## config.mk

```make
export PLATFORM = sky130hd
export DESIGN_NAME = prio_req_scheduler
export DESIGN_NICKNAME = d
export VERILOG_FILES = /design/src/rtl/prio_sched_pkg.sv /design/src/rtl/prio_enc_comb.sv /design/src/rtl/prio_req_scheduler.sv
export SDC_FILE = /design/constraint.sdc
export NUM_CORES = 1
export LEC_CHECK = 0
export CORE_MARGIN = 4
export CORE_UTILIZATION = 41
export CTS_CLUSTER_DIAMETER = 120
export DETAILED_ROUTE_END_ITERATION = 8
export GPL_ROUTABILITY_DRIVEN = 0
export PLACE_DENSITY_LB_ADDON = 0.25
export SLEW_MARGIN = 20
export SYNTH_ARGS = -nofsm -noshare
export SYNTH_HDL_FRONTEND = slang
export SYNTH_SLANG_ARGS = --single-unit
```

## constraint.sdc

```tcl
create_clock -name clk -period 3.59 [get_ports clk]
set_clock_uncertainty 0.15 [all_clocks]
set_input_delay 0.718 -clock clk [delete_from_list [all_inputs] [get_ports clk]]
set_output_delay 0.718 -clock clk [all_outputs]
set_load 0.01 [all_outputs]
```

## src/rtl/prio_sched_pkg.sv

```systemverilog
// Shared types and helpers for the priority request scheduler.
// Optional mask support is enabled with PRIO_SCHED_MASK_EN.
package prio_sched_pkg;

    localparam int PRIO_WIDTH_DEFAULT = 8;
    localparam int PRIO_WIDTH_MAX     = 32;

    function automatic logic [PRIO_WIDTH_MAX-1:0] onehot(
        input logic [4:0] idx
    );
        return {{(PRIO_WIDTH_MAX-1){1'b0}}, 1'b1} << idx;
    endfunction

    function automatic logic [5:0] popcount(
        input logic [PRIO_WIDTH_MAX-1:0] vec
    );
        logic [5:0] n;
        n = '0;
        for (int i = 0; i < PRIO_WIDTH_MAX; i++)
            n = n + {5'd0, vec[i]};
        return n;
    endfunction

endpackage

```

## src/rtl/prio_enc_comb.sv

```systemverilog
// Combinational MSB-first priority encoder.
// Used by prio_req_scheduler (PRIO_SCHED_MASK_EN aware at the top level).
module prio_enc_comb
    import prio_sched_pkg::*;
#(
    parameter int WIDTH = PRIO_WIDTH_DEFAULT,
    localparam int IDX_W = $clog2(WIDTH)
) (
    input  logic [WIDTH-1:0] vec,
    output logic [IDX_W-1:0] idx,
    output logic             any
);

    // Ascending scan: the last hit, i.e. the highest set bit, wins.
    always_comb begin
        idx = '0;
        for (int i = 0; i < WIDTH; i++)
            if (vec[i])
                idx = IDX_W'(i);
    end

    assign any = |vec;

endmodule

```

## src/rtl/prio_req_scheduler.sv

```systemverilog
// Sticky request capture with registered MSB-first index and valid/ready.
// Define PRIO_SCHED_MASK_EN to add the mask_in eligibility port.
module prio_req_scheduler
    import prio_sched_pkg::*;
#(
    parameter int WIDTH = PRIO_WIDTH_DEFAULT,
    localparam int IDX_W = $clog2(WIDTH)
) (
    input  logic             clk,
    input  logic             rst_n,
    input  logic [WIDTH-1:0] req_in,
    output logic [IDX_W-1:0] out_idx,
    output logic             out_valid,
    input  logic             out_ready,
`ifdef PRIO_SCHED_MASK_EN
    input  logic [WIDTH-1:0] mask_in,
`endif
    output logic [WIDTH-1:0] pending,
    output logic [IDX_W:0]   pending_cnt
);

    logic                      fire;
    logic [PRIO_WIDTH_MAX-1:0] oh_full;
    logic [PRIO_WIDTH_MAX-1:0] cnt_in;
    logic [5:0]                cnt_full;
    logic [WIDTH-1:0]          clr_vec;
    logic [WIDTH-1:0]          pending_next;
    logic [WIDTH-1:0]          enc_in;
    logic [IDX_W-1:0]          enc_idx;
    logic                      enc_any;

    assign fire = out_valid & out_ready;

    always_comb begin
        oh_full = onehot(5'(out_idx));
        clr_vec = fire ? oh_full[WIDTH-1:0] : '0;
        // Set wins over clear so a re-asserted line is re-issued later.
        pending_next = (pending & ~clr_vec) | req_in;
`ifdef PRIO_SCHED_MASK_EN
        enc_in = pending & ~clr_vec & ~mask_in;
`else
        enc_in = pending & ~clr_vec;
`endif
        cnt_in   = PRIO_WIDTH_MAX'(pending_next);
        cnt_full = popcount(cnt_in);
    end

    prio_enc_comb #(
        .WIDTH (WIDTH)
    ) u_enc (
        .vec (enc_in),
        .idx (enc_idx),
        .any (enc_any)
    );

    always_ff @(posedge clk) begin
        if (!rst_n) begin
            pending     <= '0;
            pending_cnt <= '0;
            out_valid   <= 1'b0;
            out_idx     <= '0;
        end else begin
            pending     <= pending_next;
            pending_cnt <= cnt_full[IDX_W:0];
            // Presented index holds under backpressure; no pre-emption.
            if (!out_valid || fire) begin
                out_valid <= enc_any;
                out_idx   <= enc_idx;
            end
        end
    end

endmodule

```

==> results.md <==
* First-pass GRT wire length at 3.781 mm
* Area grow syn2layout at 52.12%
* Failing checks: setup timing
* Worst VDD drop at 0.0003088 V
* H-tree levels at 1
* Finished Layout Cells at 169
* Maxcap violations at 0
* Total CTS buffers at 3
* Largest net degree at the start of global routing at 17
* Clk Tree Root Cell: clkbuf_4
* Initial antenna violation count at 0
* I/O pin count at 27
* Crit. End Element: register
* Pwr Total at 0.5818 mW
* Worst-path clk slew at 100 ps
* Ys async rst share at 0
* Ant diodes at 0
* Number of synthesized flops with an enable pin at 0
* Critical path type: in -> reg
* CP arrival at 3780 ps
* Core Box Area at 2002 um^2
* Startpoint Class: input pin
* Syn Inst Count at 97
* Post-synthesis cell type count at 34
* P_sw at 0.1778 mW
* Final Hold Vio Count at 0
* HP Class: reg -> reg
* Slew headroom at 0.6839
* Status: complete, but fails checks
* Worst Path Required at 3630 ps
* HPWL after DPL at 1.758 mm
* Post-Route WL at 2.217 mm
* Later-pin clock latency in the skew report at 290 ps
* Vias in the first global route at 838
* Final setup viols at 2
* Antenna Nets Post-Route at 0
* Initial Util at 0.4412
* Max frequency at 0.2673 GHz
* P_int at 0.4040 mW
* Reg2reg path depth at 13
* Post-layout min period at 3741 ps
* Pwr Density at 433.0 nW/um^2
* Routed vias at 837
* GRT Total Usage at 0.1800
* Cell Rows at 16
* Min setup slack post-route at -151.3 ps
* Die width at 54.42 um
* Syn. warnings at 0
* Synthesized area per cell at 9.107 um^2
* Cell count after placement at 161
* Drt initial violations at 15
* Main synth FF type: dfxtp_1
* Final period util at 1.042
* WL per Instance at 13.12 um
* CTS Hold Bufs at 0
* DP Worst Slack at -815.7 ps
* CTS sink cnt at 16
* Port bufs at 26
* Synth Register Bits at 16
* Clock Path Buffers at 2
* Share of cells above drive strength 1 at 0.1972
* Crit path max fanout at 3
* Hold slack at 516.7 ps
* Die area at 2961 um^2
* Sequential power share at 0.374
* First-pass iteration count of the detailed router at 4
* Hold path depth at 2
* Setup repair after global routing missed its margin: true
* CTS tree: yes
* Clock share of power at 0.207
* Number of remaining DRC errors at 0
* GR Overflow Total at 0
* Leak at 0.5428 nW
* Post-synthesis sequential area ratio at 0.3626
* Logic pwr share at 0.419
* Post-Syn Area at 883.3 um^2
* Net switching fraction of the power at 0.3056
* Slew @ Worst Pin at 472.7 ps
* Vias per cell at 4.953
* NumNets Final at 161
* Pins Over Slew Limit at 0
* Total nets after synthesis at 115
* Die H at 54.42 um
## layer usage
layer	part of all wire	GRT usage	vias up
met1	0.42	0.2007	383
met3	0.053	0.05722	2
met4	0.0090	0.04979	0
met5	0	0	-
met2	0.52	0.3247	24
li1	-	-	428
## placed cells by master (no fill, tap or decap), drive strengths merged
| cell type | n |
|---|---|
| inv | 7 |
| nand2 | 5 |
| nor2 | 3 |
| buf | 19 |
| o31a | 1 |
| o211ai | 1 |
| or2 | 1 |
| and2 | 9 |
| nand3 | 1 |
| o2111ai | 1 |
| clkdlybuf4s50 | 25 |
| o31ai | 2 |
| o311ai | 2 |
| nor3 | 1 |
| nor2b | 5 |
| or3 | 2 |
| a211oi | 1 |
| xnor2 | 1 |
| o221a | 1 |
| o21ai | 6 |
| a21boi | 1 |
| o21a | 2 |
| ha | 3 |
| a21oi | 4 |
| nand3b | 1 |
| dfxtp | 16 |
| a31oi | 1 |
| mux2 | 1 |
| or4 | 1 |
| fa | 4 |
| nand4 | 1 |
| clkbuf | 4 |
| nand2b | 9 |
## cells by family (layout without fill, tap and decap cells)
| family | count (synthesis) | after routing | share of synthesized area |
|---|---|---|---|
| AOI/OAI and AO/OA | 23 | 23 | 0.1756 |
| xor gates and xnor gates | 1 | 1 | 0.009917 |
| adders and majority gates | 7 | 7 | 0.1332 |
| buffers and inverters | 10 | 55 | 0.05240 |
| DFF | 16 | 16 | 0.3626 |
| muxes | 1 | 1 | 0.01275 |
| and+or+nand+nor | 39 | 39 | 0.2535 |
## flip-flops by register name, summed over array words and instances, names as in the netlist
name / flops
out_valid: 1
pending_cnt: 4
pending: 8
out_idx: 3
## Yosys cell counts, types with 2 or more instances
library cell	number	area share
a21oi_1	4	0.023
and2_1	9	0.064
dfxtp_1	16	0.36
fa_1	4	0.091
ha_1	3	0.042
inv_1	7	0.030
nand2_1	5	0.021
nand2b_1	9	0.064
nor2_1	3	0.013
nor2b_1	5	0.035
o21a_1	2	0.017
o21ai_0	3	0.017
o21ai_1	3	0.017
o311ai_1	2	0.020
o31ai_1	2	0.017
or3_1	2	0.014
## timing repair
| item | CTS | global route |
|---|---|---|
| pin swaps | 8 | 7 |
| gates resized for setup | 8 | 2 |
| setup buffers | 3 | 1 |
| setup endpoints to repair | 4 | 3 |
## through the flow
step | area, um^2 | utilization | TNS (ps)
floorplan | 885.9 | - | -486.2
global placement | 1265 | 0.6319 | -2307
detailed placement | 1265 | 0.6319 | -2467
CTS | 1328 | 0.6631 | -482.9
finish | 1344 | 0.6713 | -272.8
global route | 1344 | 0.6713 | -370.7
## path summary, 6_finish.rpt
path / slack [ps] / end / start
min: 520 / out_idx[2] / out_idx[2]
max reg2reg: -60 / pending_cnt[2] / out_idx[2]
max: -150 / pending_cnt[2] / out_ready
min reg2reg: 520 / out_idx[2] / out_idx[2]
## worst max-delay path: stages
cell	delay, ps
buf_6	70
nand3b_1	160
o21a_1	240
or2_1	250
fa_1	460
fa_1	500
inv_2	40
fa_1	450
inv_1	70
ha_2	180
inv_2	40
fa_2	330
xnor2_1	120
and2_1	150
## area by class of cell
type | count | area [um^2]
multi-input combinational | 71 | 526.8
fill | 167 | 658.1
clock buffer | 4 | 36.28
sequential | 16 | 320.3
inverter | 7 | 26.28
timing repair buffer | 44 | 400.4
tap | 27 | 33.78
## power groups by stage
| stage | Combinational, mW | Clock, mW | Sequential (mW) |
|---|---|---|---|
| 6_report | 0.244 | 0.120 | 0.218 |
| 5_1_grt | 0.269 | 0.131 | 0.220 |
| 4_1_cts | 0.246 | 0.125 | 0.217 |
| 3_5_place_dp | 0.232 | 0 | 0.221 |
| 3_3_place_gp | 0.224 | 0 | 0.221 |
| 2_1_floorplan | 0.107 | 0 | 0.233 |
Note: power is estimated with default switching activity, not from simulation.
